`config.mk`:
```
export PLATFORM = sky130hd
export DESIGN_NAME = fwd_ctrl_flat
export DESIGN_NICKNAME = d
export VERILOG_FILES = /design/src/rtl/fwd_ctrl_pkg.sv /design/src/rtl/fwd_ctrl_if.sv /design/src/rtl/fwd_ctrl_match.sv /design/src/rtl/fwd_ctrl.sv /design/src/flat_wrapper.sv
export SDC_FILE = /design/constraint.sdc
export NUM_CORES = 1
export LEC_CHECK = 0
export BUFFER_PORTS_ARGS = -buffer_cell sky130_fd_sc_hd__buf_2
export CAP_MARGIN = 20
export CORE_UTILIZATION = 32
export CTS_CLUSTER_SIZE = 8
export DETAILED_ROUTE_END_ITERATION = 10
export PLACE_DENSITY = 0.48
export SLEW_MARGIN = 20
export SYNTH_ARGS = -nofsm -noshare
export SYNTH_HDL_FRONTEND = slang
export SYNTH_SLANG_ARGS = --single-unit
```
`constraint.sdc`:
```
create_clock -name clk -period 2.6 [get_ports clk]
set_clock_uncertainty 0.05 [all_clocks]
set_input_delay 0.13 -clock clk [delete_from_list [all_inputs] [get_ports clk]]
set_output_delay 0.13 -clock clk [all_outputs]
set_load 0.05 [all_outputs]
```
`src/rtl/fwd_ctrl_pkg.sv`:
```
// Shared definitions for the EX-stage forwarding / load-use hazard controller:
// operand-select encodings and the in-flight instruction record.
package fwd_ctrl_pkg;

  // Record address field is sized for the widest supported AW; narrower
  // addresses are zero-extended on entry.
  localparam int REC_AW = 8;

  localparam logic [1:0] SEL_RF  = 2'b00;
  localparam logic [1:0] SEL_EXM = 2'b01;
  localparam logic [1:0] SEL_MWB = 2'b10;
  localparam logic [1:0] SEL_IMM = 2'b11;

  typedef struct packed {
    logic              valid;
    logic              wr;
    logic              load;
    logic [REC_AW-1:0] rd;
  } rec_t;

endpackage

```
`src/rtl/fwd_ctrl_if.sv`:
```
// ID-stage request / EX-stage select bundle between the decode stage and fwd_ctrl.
interface fwd_ctrl_if #(
  parameter int AW = 5,
  parameter int CW = 16
);
  logic          id_valid;
  logic [AW-1:0] id_rs;
  logic [AW-1:0] id_rt;
  logic [AW-1:0] id_rd;
  logic          id_reg_write;
  logic          id_mem_read;
  logic          id_use_imm;
  logic          hold;
  logic          stall;
  logic [1:0]    ex_sel_a;
  logic [1:0]    ex_sel_b;
  logic [CW-1:0] stall_cnt;

  modport master (
    output id_valid, id_rs, id_rt, id_rd, id_reg_write, id_mem_read, id_use_imm, hold,
    input  stall, ex_sel_a, ex_sel_b, stall_cnt
  );

  modport slave (
    input  id_valid, id_rs, id_rt, id_rd, id_reg_write, id_mem_read, id_use_imm, hold,
    output stall, ex_sel_a, ex_sel_b, stall_cnt
  );
endinterface

```
`src/rtl/fwd_ctrl_match.sv`:
```
// Operand-select for one ID source register against the EX and MEM in-flight records.
module fwd_match
  import fwd_ctrl_pkg::*;
#(
  parameter int AW = 5
) (
  input  logic [AW-1:0] src,
  input  rec_t          exr,
  input  rec_t          memr,
  input  logic          use_imm,
  output logic [1:0]    sel
);

  function automatic logic hit(input rec_t r, input logic [AW-1:0] s);
    return r.valid && r.wr && (s != '0) && (r.rd == REC_AW'(s));
  endfunction

  // Younger producer (EX) wins over older (MEM).
  always_comb begin
    sel = SEL_RF;
    if (use_imm)             sel = SEL_IMM;
    else if (hit(exr, src))  sel = SEL_EXM;
    else if (hit(memr, src)) sel = SEL_MWB;
  end

endmodule

```
`src/rtl/fwd_ctrl.sv`:
```
// Forwarding and load-use hazard control: tracks the EX/MEM in-flight records,
// registers the EX operand selects and counts load-use stall cycles.
module fwd_ctrl
  import fwd_ctrl_pkg::*;
#(
  parameter int AW = 5,
  parameter int CW = 16
) (
  input logic     clk,
  input logic     rst_n,
  fwd_ctrl_if.slave bus
);

  rec_t          exr_p1;
  rec_t          memr_p2;
  rec_t          id_rec_p0;
  logic [1:0]    sel_a_p0;
  logic [1:0]    sel_b_p0;
  logic [1:0]    sel_a_p1;
  logic [1:0]    sel_b_p1;
  logic [CW-1:0] stall_cnt_q;
  logic          stall_c;

  function automatic logic [CW-1:0] sat_inc(input logic [CW-1:0] v);
    return (v == '1) ? v : v + CW'(1);
  endfunction

  always_comb begin
    id_rec_p0       = '0;
    id_rec_p0.valid = bus.id_valid;
    id_rec_p0.wr    = bus.id_reg_write;
    id_rec_p0.load  = bus.id_mem_read;
    id_rec_p0.rd    = REC_AW'(bus.id_rd);
  end

  // rt only participates in the hazard when operand B really reads the register file.
  always_comb begin
    stall_c = 1'b0;
    if (bus.id_valid && exr_p1.valid && exr_p1.wr && exr_p1.load && (exr_p1.rd != '0))
      stall_c = (exr_p1.rd == REC_AW'(bus.id_rs)) ||
                (!bus.id_use_imm && (exr_p1.rd == REC_AW'(bus.id_rt)));
  end

  fwd_match #(.AW(AW)) u_match_a (
    .src     (bus.id_rs),
    .exr     (exr_p1),
    .memr    (memr_p2),
    .use_imm (1'b0),
    .sel     (sel_a_p0)
  );

  fwd_match #(.AW(AW)) u_match_b (
    .src     (bus.id_rt),
    .exr     (exr_p1),
    .memr    (memr_p2),
    .use_imm (bus.id_use_imm),
    .sel     (sel_b_p0)
  );

  // ID -> EX boundary: records advance, selects register; hold freezes everything.
  always_ff @(posedge clk or negedge rst_n) begin
    if (!rst_n) begin
      exr_p1      <= '0;
      memr_p2     <= '0;
      sel_a_p1    <= SEL_RF;
      sel_b_p1    <= SEL_RF;
      stall_cnt_q <= '0;
    end else if (!bus.hold) begin
      memr_p2 <= exr_p1;
      if (stall_c) begin
        exr_p1      <= '0;
        sel_a_p1    <= SEL_RF;
        sel_b_p1    <= SEL_RF;
        stall_cnt_q <= sat_inc(stall_cnt_q);
      end else begin
        exr_p1   <= id_rec_p0;
        sel_a_p1 <= sel_a_p0;
        sel_b_p1 <= sel_b_p0;
      end
    end
  end

  assign bus.stall     = stall_c;
  assign bus.ex_sel_a  = sel_a_p1;
  assign bus.ex_sel_b  = sel_b_p1;
  assign bus.stall_cnt = stall_cnt_q;

endmodule

```
`src/flat_wrapper.sv`:
```
// flat-port wrapper written by rule: the top's interface ports become plain ports
module fwd_ctrl_flat import fwd_ctrl_pkg::*;
#(
  parameter int AW = 5,
  parameter int CW = 16
)
  (clk, rst_n, bus_id_valid, bus_id_rs, bus_id_rt, bus_id_rd, bus_id_reg_write, bus_id_mem_read, bus_id_use_imm, bus_hold, bus_stall, bus_ex_sel_a, bus_ex_sel_b, bus_stall_cnt);
  fwd_ctrl_if #(.AW(AW), .CW(CW)) bus_i ();
  input logic clk;
  input logic rst_n;
  input wire logic [$bits(bus_i.id_valid)-1:0] bus_id_valid;
  input wire logic [$bits(bus_i.id_rs)-1:0] bus_id_rs;
  input wire logic [$bits(bus_i.id_rt)-1:0] bus_id_rt;
  input wire logic [$bits(bus_i.id_rd)-1:0] bus_id_rd;
  input wire logic [$bits(bus_i.id_reg_write)-1:0] bus_id_reg_write;
  input wire logic [$bits(bus_i.id_mem_read)-1:0] bus_id_mem_read;
  input wire logic [$bits(bus_i.id_use_imm)-1:0] bus_id_use_imm;
  input wire logic [$bits(bus_i.hold)-1:0] bus_hold;
  output wire logic [$bits(bus_i.stall)-1:0] bus_stall;
  output wire logic [$bits(bus_i.ex_sel_a)-1:0] bus_ex_sel_a;
  output wire logic [$bits(bus_i.ex_sel_b)-1:0] bus_ex_sel_b;
  output wire logic [$bits(bus_i.stall_cnt)-1:0] bus_stall_cnt;
  assign bus_i.id_valid = bus_id_valid;
  assign bus_i.id_rs = bus_id_rs;
  assign bus_i.id_rt = bus_id_rt;
  assign bus_i.id_rd = bus_id_rd;
  assign bus_i.id_reg_write = bus_id_reg_write;
  assign bus_i.id_mem_read = bus_id_mem_read;
  assign bus_i.id_use_imm = bus_id_use_imm;
  assign bus_i.hold = bus_hold;
  assign bus_stall = bus_i.stall;
  assign bus_ex_sel_a = bus_i.ex_sel_a;
  assign bus_ex_sel_b = bus_i.ex_sel_b;
  assign bus_stall_cnt = bus_i.stall_cnt;
  fwd_ctrl #(.AW(AW), .CW(CW)) u_core (.clk(clk), .rst_n(rst_n), .bus(bus_i));
endmodule
```
==> results_dict.tcl, run 1 <==
set metrics [dict create \
    outcome "finished, final reports clean" \
    clkPwrFrac_pct 36.5 \
    clock_transition_at_path_regs_ns 0.07 \
    first_pass_iters 6 \
    worst_case_register_to_register_setup_slack_ns 0.35 \
    cts_made_buffers 5 \
    post_syn_instances 171 \
    setup_cp_type "reg -> out" \
    layout_min_cycle_time_ns 2.28 \
    num_antenna_cells 0 \
    final.period_utilization_pct 87.7 \
    overflow 0 \
    worst_pin_slew_ns 0.799 \
    timing.hold.worst.class "in -> reg" \
    synth_xor_xnor_area_share_pct 16.3 \
    met1Wirelength_mm 2.03 \
    filler_cell_count 578 \
    slew_headroom_pct 46.7 \
    net-switching-power_uw 321 \
    synthDominantAreaCellType "dfrtp_1" \
    ctsHtreeMaxLevel 2 \
    cts.root.buffer_cell "clkbuf_8" \
    globalRouteTotalUtil_pct 14.3 \
    yosys.area_share.adder_pct 0.686 \
    portBuffers 42 \
    post-dp-hpwl_mm 2.85 \
    setup_tns_ns 0 \
    wire_per_inst_um 13.4 \
    nNetsFinal 238 \
    internal_power_of_the_cells_uw 886 \
    cts_tree "done" \
    p_sw_share_pct 26.6 \
    cts_buffer_depth 2 \
    endpoint_of_the_worst_slack_reg_to_reg_timing_path "u_core.bus.stall_cnt[1]" \
    clock.fmax_ghz 0.438 \
    min_to "u_core.exr_p1[3]" \
    proportion_of_power_drawn_by_combinational_gates_pct 12.9 \
    postSynthAreaPerCell_um2 10.7 \
    main_combinational_cell_family_by_area_after_synthesis "simple AND/OR/NAND/NOR gates" \
    static-leakage-power_nw 1.02 \
    initial_utilization_pct 33.1 \
    met3_wirelength_um 150 \
    finalWirelength_mm 3.87 \
    max_cap_viols 0 \
    critPathMaxFanout 13 \
    clk_latency_ns 0.28 \
    hold_viol 0 \
    worstRegToRegCells 6 \
    via_count 1379 \
    wire_length_of_the_first_global_routing_pass_mm 6.62 \
    slew_violations 0 \
    fp.dieW_um 77.5 \
    synthSimpleGateAreaFrac_pct 19.4 \
    synth_compound_area_share_pct 7.75 \
    dieArea_um2 6010 \
    finalSetupViolations 0 \
    num_io_pins 43 \
    timing.hold.worst_path_depth 3 \
    start_kind "flop" \
    max-vdd-ir-drop_uv 231 \
    std_cell_core_area_um2 5510 \
    residual_antenna_violating_net_count_after_detailed_routing 0 \
    min_from "bus_id_rd[3]" \
    yosys.area.top_type_share_pct 48.0 \
    setup_repair_after_global_routing_missed_its_margin "false" \
    die_h_um 77.5 \
    worst_r2r_startpoint "u_core.bus.stall_cnt[0]" \
    route.detailed.drc 0 \
    synth.yosys.seq_area_share_pct 48.0 \
    cts.sink_count 35 \
    post-cts-setup-buffers 0 \
    mappedNetlistArea_um2 1820 \
    worst-endpoint-required_ns 2.42 \
    syn2layout_area_growth_pct 20.6 \
    post_synth_main_area_contributors "dfrtp_1 48%, xnor2_1 12%, nand2_1 5.6%" \
    ys_ff_latch 35 \
    met2WireLength_mm 1.68 \
    synth_mux_area_share_pct 5.56 \
    synth.yosys.warnings 0 \
    endpoint_kind "output port" \
    power.sequential.fraction_pct 50.6 \
    placementRows 27 \
    synth.distinct_cells 31 \
    grt_start_max_net_pins 36 \
    power_density_nw_per_um2 548 \
    via_count_of_the_first_global_routing_pass 1337 \
    crit_arrival_ns 2.10 \
    antenna_violations_before_repair 0 \
    drt_iter0_drc 51 \
    routabilityCongestion 0.743 \
    total_nets_after_synthesis 194 \
    vias_per_cell 4.79 \
    top_layer_used "met4" \
    final_layout_size_suffix_gt1_share_pct 30.1 \
    utilization_pct 40.0 \
]
## Yosys cell counts
cell type	instances
a211oi_1	1
a41oi_1	2
and3_1	4
and4_1	3
and4_4	1
buf_6	2
clkbuf_1	4
dfrtp_1	35
ha_1	1
inv_2	1
mux2_1	1
mux2_2	8
nand2_1	27
nand2b_1	1
nand3_1	6
nand4_1	10
nand4b_1	1
nor2_1	4
nor3_1	3
nor3_4	1
nor4_1	1
nor4b_2	1
o21a_2	1
o21ai_0	9
o21ai_1	3
o21bai_2	1
o31ai_1	2
o31ai_4	1
or4_1	2
xnor2_1	26
xor2_1	8
## cells by family after synthesis
logic type      count (synthesis)
compound gates                 20
xor+xnor                       34
fa+ha+maj                       1
buf+inv                         7
flops                          35
mux                             9
simple gates                   65
## placed cells by master, fill, tap and decap left out, types with 4 or more instances in the layout
master and instances:
nand4_1 10, dfrtp_1 35, nand3_1 6, xor2_1 8, nand2_1 27, nor2_1 4
clkbuf_8 7, xnor2_1 26, and3_1 4, mux2_2 8, o21ai_0 9, buf_2 42
## critical path, stage by stage, from the launching register on
cell and delay (ns):
dfrtp_1 0.44, or4_1 0.55, o21ai_1 0.17, o21bai_2 0.31, inv_2 0.11, buf_2 0.24
## power by group through the flow
stage,sequential (mW),clock (mW),combinational (mW)
final,0.610,0.441,0.156
after CTS,0.611,0.457,0.159
after floorplan,0.627,0,0.0909
after detailed placement,0.622,0,0.157
after global routing,0.616,0.477,0.175
after global placement,0.621,0,0.159
## cell type report
| cell class | instances | area [um^2] | share of cell area [%] |
|---|---|---|---|
| Multi-Input combinational cell | 129 | 907 | 41.2 |
| Timing Repair Buffer | 43 | 220 | 10.0 |
| Inverter | 1 | 3.75 | 0.171 |
| Tap cell | 72 | 90.1 | 4.09 |
| Clock buffer | 7 | 96.3 | 4.38 |
| Clock inverter | 1 | 7.51 | 0.341 |
| Sequential cell | 35 | 876 | 39.8 |
## worst max path at each step
stage	start	endpoint	slack, ns	depth (start not counted)
2_1_floorplan	u_core.bus.stall_cnt[0]	u_core.bus.stall_cnt[3]	0.29	8
3_3_place_gp	u_core.bus.stall_cnt[0]	u_core.bus.stall_cnt[1]	0.41	6
3_5_place_dp	u_core.bus.stall_cnt[0]	u_core.bus.stall_cnt[1]	0.35	6
4_1_cts	u_core.exr_p1[0]	bus_stall	0.29	5
5_1_grt	u_core.exr_p1[4]	bus_stall	0.14	6
6_report	u_core.exr_p1[0]	bus_stall	0.32	5
## sequential cells by signal (all words and copies together), names as in the netlist
signal	count
u_core.bus.stall_cnt	16
u_core.exr_p1	8
u_core.memr_p2	7
u_core.bus.ex_sel_a	2
u_core.bus.ex_sel_b	2
## per-layer routing
layer	vias to the layer above	track usage [%]
met5	-	0
met3	2	4.24
met1	664	19.9
met4	0	3.96
met2	23	21.4
li1	690	-
## stage by stage
step	instance area (um^2)	hold slack [ns]	setup WS (ns)	total power, mW	instances
3_3_place_gp	2090	0.228	0.405	0.780	279
5_1_grt	2200	0.0529	0.143	1.27	288
3_5_place_dp	2090	0.230	0.351	0.779	279
6_report	2200	0.0347	0.319	1.21	288
4_1_cts	2200	0.0254	0.290	1.23	288
2_1_floorplan	1820	-0.216	0.295	0.717	171
## timing repair
action,4_1_cts,5_1_grt
gates resized for setup,0,0
hold buffers,1,0
hold endpoints to repair,35,0
No activity file was read; power rests on OpenSTA's default activity.
==> inputs of run 2 (changes only) <==
Settings changed: PLACE_DENSITY 0.48 to 0.47, SYNTH_HIERARCHICAL set to 1.
==> run 2 against run 1 <==
Compared with the run above: the flow now finishes with violations (DRC); wire length up 26%; clock power up 12%; power up 12%; synthesized area up 20%; worst setup slack worse by 0.0032 ns; sequential power up 2%; first-iteration DRC count up 20%; critical path type is now reg -> reg; critical endpoint is now u_core/bus.stall_cnt[1].
==> results_dict.tcl, run 2 <==
set metrics [dict create \
    outcome "complete, but fails checks" \
    failed_checks "DRC" \
    cts.sink_count 35 \
    crit_arrival_ns 2.40 \
    slew_violations 0 \
    mostFrequentLayoutCells "44 x xnor2_1, 42 x buf_2, 35 x dfrtp_1" \
    cts_tree "done" \
    worst_pin_slew_ns 0.803 \
    via_count_of_the_first_global_routing_pass 1616 \
    worst_r2r_startpoint "u_core/bus.stall_cnt[0]" \
    final_layout_size_suffix_gt1_share_pct 33.7 \
    portBuffers 42 \
    postSynthAreaPerCell_um2 10.6 \
    nNetsFinal 289 \
    vias_per_cell 4.74 \
    globalRouteTotalUtil_pct 14.7 \
    setup_tns_ns 0 \
    initial_utilization_pct 33.8 \
    slew_headroom_pct 46.5 \
    clk_latency_ns 0.28 \
    largest_reg_flops 16 \
    timing.hold.worst_path_depth 3 \
    post-cts-setup-buffers 0 \
    min_to "u_core/exr_p1[0]" \
    fp.dieW_um 84.8 \
    postLayoutCellArea_um2 2660 \
    grt_start_max_net_pins 36 \
    setup_cp_type "reg -> reg" \
    num_antenna_cells 0 \
    net-switching-power_uw 378 \
    wire_per_inst_um 14.2 \
    routabilityCongestion 0.779 \
    worst-endpoint-required_ns 2.72 \
    overflow 0 \
    clock_transition_at_path_regs_ns 0.08 \
    finalSetupViolations 0 \
    endpoint_kind "flop" \
    post_syn_instances 206 \
    p_sw_share_pct 28.0 \
    internal_power_of_the_cells_uw 970 \
    residual_antenna_violating_net_count_after_detailed_routing 0 \
    std_cell_core_area_um2 6490 \
    finalWirelength_mm 4.87 \
    num_io_pins 43 \
    critPathMaxFanout 13 \
    static-leakage-power_nw 1.12 \
    min_from "bus_id_rd[0]" \
    syn2layout_area_growth_pct 21.1 \
    proportion_of_power_drawn_by_combinational_gates_pct 17.3 \
    setup_repair_after_global_routing_missed_its_margin "false" \
    post-dp-hpwl_mm 3.59 \
    max_cap_viols 0 \
    route.detailed.drc 2 \
    mappedNetlistArea_um2 2190 \
    drt_iter0_drc 61 \
    via_count 1631 \
    final.period_utilization_pct 87.8 \
    cts_buffer_depth 2 \
    clkPwrFrac_pct 36.7 \
    layout_min_cycle_time_ns 2.28 \
    worstRegToRegCells 6 \
    die_h_um 84.8 \
    cts_made_buffers 5 \
    max-vdd-ir-drop_uv 301 \
    mostFrequentLayoutCell "xnor2_1" \
    wire_length_of_the_first_global_routing_pass_mm 8.25 \
    timing.hold.worst.class "in -> reg" \
    placement.cell_area_um2 2520 \
    power.sequential.fraction_pct 46.0 \
    dieArea_um2 7190 \
    placementRows 29 \
    clock.fmax_ghz 0.438 \
    synth.yosys.warnings 6 \
    worst_case_register_to_register_setup_slack_ns 0.32 \
    start_kind "flop" \
    hold_viol 0 \
    ctsHtreeMaxLevel 2 \
    power_density_nw_per_um2 508 \
    antenna_violations_before_repair 0 \
    cts.root.buffer_cell "clkbuf_8" \
    postCtsResizedCells 0 \
    endpoint_of_the_worst_slack_reg_to_reg_timing_path "u_core/bus.stall_cnt[1]" \
    first_pass_iters 7 \
]
-- run 2: cell count changes in the layout (fill, tap and decap cells not counted), sizes merged, moves of 4 or more --
cell / delta
nand3: +13
xnor2: +18
nand2: -9
xor2: -7
conb: +14
nand2b: +11
and3: +4
-- run 2: routing by layer --
| metal | global-route usage, % | routed length (um) | vias up |
|---|---|---|---|
| met3 | 2.65 | 160 | 5 |
| met5 | 0 | 0 | - |
| met4 | 4.62 | 68 | 0 |
| met1 | 21.6 | 2620 | 769 |
| met2 | 21.9 | 2020 | 28 |
| li1 | - | - | 829 |
-- run 2: critical path, cell delays in order (launching register included) --
cell	delay (ns)
dfrtp_1	0.43
ha_1	0.25
nand4_1	0.12
nor2_1	0.09
a211oi_4	0.66
nand2_1	0.21
mux2_1	0.35
-- run 2: repair_timing --
item | 4_1_cts | 5_1_grt
hold endpoints to repair | 35 | 0
setup endpoints to repair | 0 | 0
hold buffers | 1 | 0
-- run 2: area by class of cell --
class / instances / area, um^2
Fill cell: 668 / 3840
Multi-Input combinational cell: 176 / 1320
Sequential cell: 35 / 876
Timing Repair Buffer: 46 / 243
Tap cell: 77 / 96.3
Clock buffer: 5 / 68.8
Clock inverter: 3 / 43.8
Inverter: 2 / 7.51
-- run 2: power by group through the flow --
| stage | registers [mW] | logic [mW] | clock network [mW] |
|---|---|---|---|
| after global routing | 0.626 | 0.257 | 0.539 |
| final | 0.620 | 0.233 | 0.495 |
| after global placement | 0.632 | 0.234 | 0 |
| after detailed placement | 0.632 | 0.235 | 0 |
| after CTS | 0.621 | 0.237 | 0.517 |
| after floorplan | 0.645 | 0.143 | 0 |
-- run 2: how the worst max path moves through the flow --
stage                       startpoint                      end  depth (start not counted)
2_1_floorplan  u_core/bus.stall_cnt[0]  u_core/bus.stall_cnt[8]                          7
3_3_place_gp   u_core/bus.stall_cnt[0]  u_core/bus.stall_cnt[1]                          6
3_5_place_dp   u_core/bus.stall_cnt[0]  u_core/bus.stall_cnt[1]                          6
4_1_cts        u_core/bus.stall_cnt[0]  u_core/bus.stall_cnt[1]                          6
5_1_grt        u_core/bus.stall_cnt[0]  u_core/bus.stall_cnt[1]                          6
6_report       u_core/bus.stall_cnt[0]  u_core/bus.stall_cnt[1]                          6
-- run 2: stage by stage --
stage | utilization (%) | instances | worst slack [ns] | power, mW | hold slack [ns]
after CTS | 40.8 | 344 | 0.0262 | 1.37 | 0.0316
after global placement | 38.9 | 335 | 0.151 | 0.867 | 0.227
after global routing | 40.9 | 344 | 0.161 | 1.42 | 0.0434
after detailed placement | 38.9 | 335 | 0.0518 | 0.867 | 0.232
final | 40.9 | 344 | 0.316 | 1.35 | 0.0379
after floorplan | - | 219 | 0.546 | 0.788 | -0.216
==> inputs of run 3 (changes only) <==
Settings changed: BUFFER_PORTS_ARGS -buffer_cell sky130_fd_sc_hd__buf_2 to not set, DONT_BUFFER_PORTS set to 1, PLACE_DENSITY 0.47 to 0.42, TNS_END_PERCENT set to 5.
==> run 3 against run 2 <==
Compared with the run above: the run still ends with DRC left; design area increased by 3.9%; first-iteration DRC count rose by 6.6%; critical path depth shrank 1; maximum frequency down 5.7%; count of clock-buffer cells in the layout increased by 1; global-route usage up 1.4 points.
==> results_dict.tcl, run 3 (synthesis results as in run 2) <==
set metrics [dict create \
    cts_made_buffers 5 \
    first_pass_iters 10 \
    nNetsFinal 283 \
    initial_utilization_pct 33.8 \
    wire_per_inst_um 15.6 \
    via_count 1646 \
    failed_checks "DRC" \
    cts_tree "done" \
    routabilityCongestion 0.771 \
    globalRouteTotalUtil_pct 16.1 \
    ctsHtreeMaxLevel 2 \
    std_cell_core_area_um2 6490 \
    post-dp-hpwl_mm 3.96 \
    syn2layout_area_growth_pct 25.8 \
    num_io_pins 43 \
    max-vdd-ir-drop_uv 301 \
    setup_cp_type "reg -> out" \
    finalSetupViolations 0 \
    num_antenna_cells 0 \
    filler_cell_count 630 \
    cts.root.buffer_cell "clkbuf_8" \
    timing.hold.worst.class "in -> reg" \
    regArea_um2 876 \
    clk_latency_ns 0.28 \
    overflow 0 \
    wire_length_of_the_first_global_routing_pass_mm 8.90 \
    worst_pin_slew_ns 1.01 \
    p_sw_share_pct 26.5 \
    crit_arrival_ns 2.24 \
    die_h_um 84.8 \
    static-leakage-power_nw 1.12 \
    start_kind "flop" \
    layout_min_cycle_time_ns 2.42 \
    worst-endpoint-required_ns 2.42 \
    fp.dieW_um 84.8 \
    residual_antenna_violating_net_count_after_detailed_routing 0 \
    net-switching-power_uw 363 \
    grt_start_max_net_pins 36 \
    slew_violations 0 \
    vias_per_cell 4.87 \
    multi_input_area_um2 1320 \
    mostFrequentLayoutCells "44 x xnor2_1, 35 x dfrtp_1, 28 x buf_4" \
    drt_iter0_drc 65 \
    dieArea_um2 7190 \
    outcome "complete, but fails checks" \
    hold_viol 0 \
    clkPwrFrac_pct 37.7 \
    clock_transition_at_path_regs_ns 0.07 \
    placementRows 29 \
    max_cap_viols 0 \
    largest_reg_flops 16 \
    finalWirelength_mm 5.29 \
    internal_power_of_the_cells_mw 1.00 \
    antenna_violations_before_repair 0 \
    portBuffers 0 \
    fin_hold_ws_ns 0.00481 \
    final.period_utilization_pct 93.2 \
    cts_buffer_depth 2 \
    proportion_of_power_drawn_by_combinational_gates_pct 16.4 \
    slew_headroom_pct 32.1 \
    power_mw 1.37 \
    critPathMaxFanout 9 \
    endpoint_kind "output port" \
    clock.fmax_ghz 0.413 \
    power_density_nw_per_um2 496 \
    power.sequential.fraction_pct 45.9 \
    cts.sink_count 35 \
    route.detailed.drc 3 \
    final_layout_size_suffix_gt1_share_pct 28.4 \
    via_count_of_the_first_global_routing_pass 1705 \
    mostFrequentLayoutCell "xnor2_1" \
    setup_repair_after_global_routing_missed_its_margin "true" \
]
## run 3: cell types whose count changed in the layout (fill, tap and decap cells not counted)
cell and delta:
clkinv_4 -1, dlygate4sd3_1 +10, buf_4 +25, clkbuf_8 +1
buf_12 +1, buf_2 -42
## run 3: worst paths after layout
path,from,end,slack (ns),depth (start not counted)
setup / recovery,u_core/exr_p1[0],bus_stall,0.18,5
hold / removal,bus_hold,u_core/exr_p1[3],0.005,2
setup reg to reg,u_core/exr_p1[0],u_core/exr_p1[1],0.34,7
hold reg to reg,u_core/exr_p1[8],u_core/exr_p1[8],0.44,2
max in group asynchronous,rst_n,u_core/exr_p1[4],2.07,2
min in group asynchronous,rst_n,u_core/memr_p2[3],0.25,2
## run 3: power by group through the flow
stage | combinational (mW) | clock (mW) | sequential [mW]
final | 0.224 | 0.515 | 0.628
after global routing | 0.249 | 0.561 | 0.632
after CTS | 0.227 | 0.538 | 0.628
after detailed placement | 0.190 | 0 | 0.639
after global placement | 0.187 | 0 | 0.637
after floorplan | 0.143 | 0 | 0.645
## run 3: timing repair
action	4_1_cts	5_1_grt
endpoints found under the setup margin	0	2
gates resized for setup	0	1
buffers inserted	0	3
hold buffers	12	0
endpoints found under the hold margin	54	0
## run 3: stage by stage
stage	instances	utilization [%]	cell area (um^2)	TNS, ns	worst slack (ns)
after floorplan	219	-	2240	0	0.546
after global placement	315	38.2	2480	0	0.246
after detailed placement	315	38.2	2480	0	0.125
after CTS	335	42.0	2730	0	0.00931
after global routing	338	42.5	2760	-0.00463	-0.00463
final	338	42.5	2760	0	0.177
## run 3: final cells by class
class                   instances  share of cell area (%)
multi-input cells             176                    47.9
flip-flops and latches         35                    31.8
repair buffers                 40                    12.3
well taps                      77                    3.49
clock buffers                   6                    2.99
clock inverters                 2                    1.27
inverters                       2                   0.272
## run 3: routing by layer
metal	track usage [%]	vias to the layer above	wire length, um
met3	4.82	2	328
li1	-	815	-
met2	24.2	36	2280
met4	3.70	0	24
met1	22.7	793	2650
met5	0	-	0
## run 3: critical path, stage by stage, from the launching register on
cell,delay (ns)
dfrtp_1,0.60
xnor2_1,0.18
nand4_1,0.17
o32ai_4,0.48
nor2b_4,0.31
buf_4,0.23
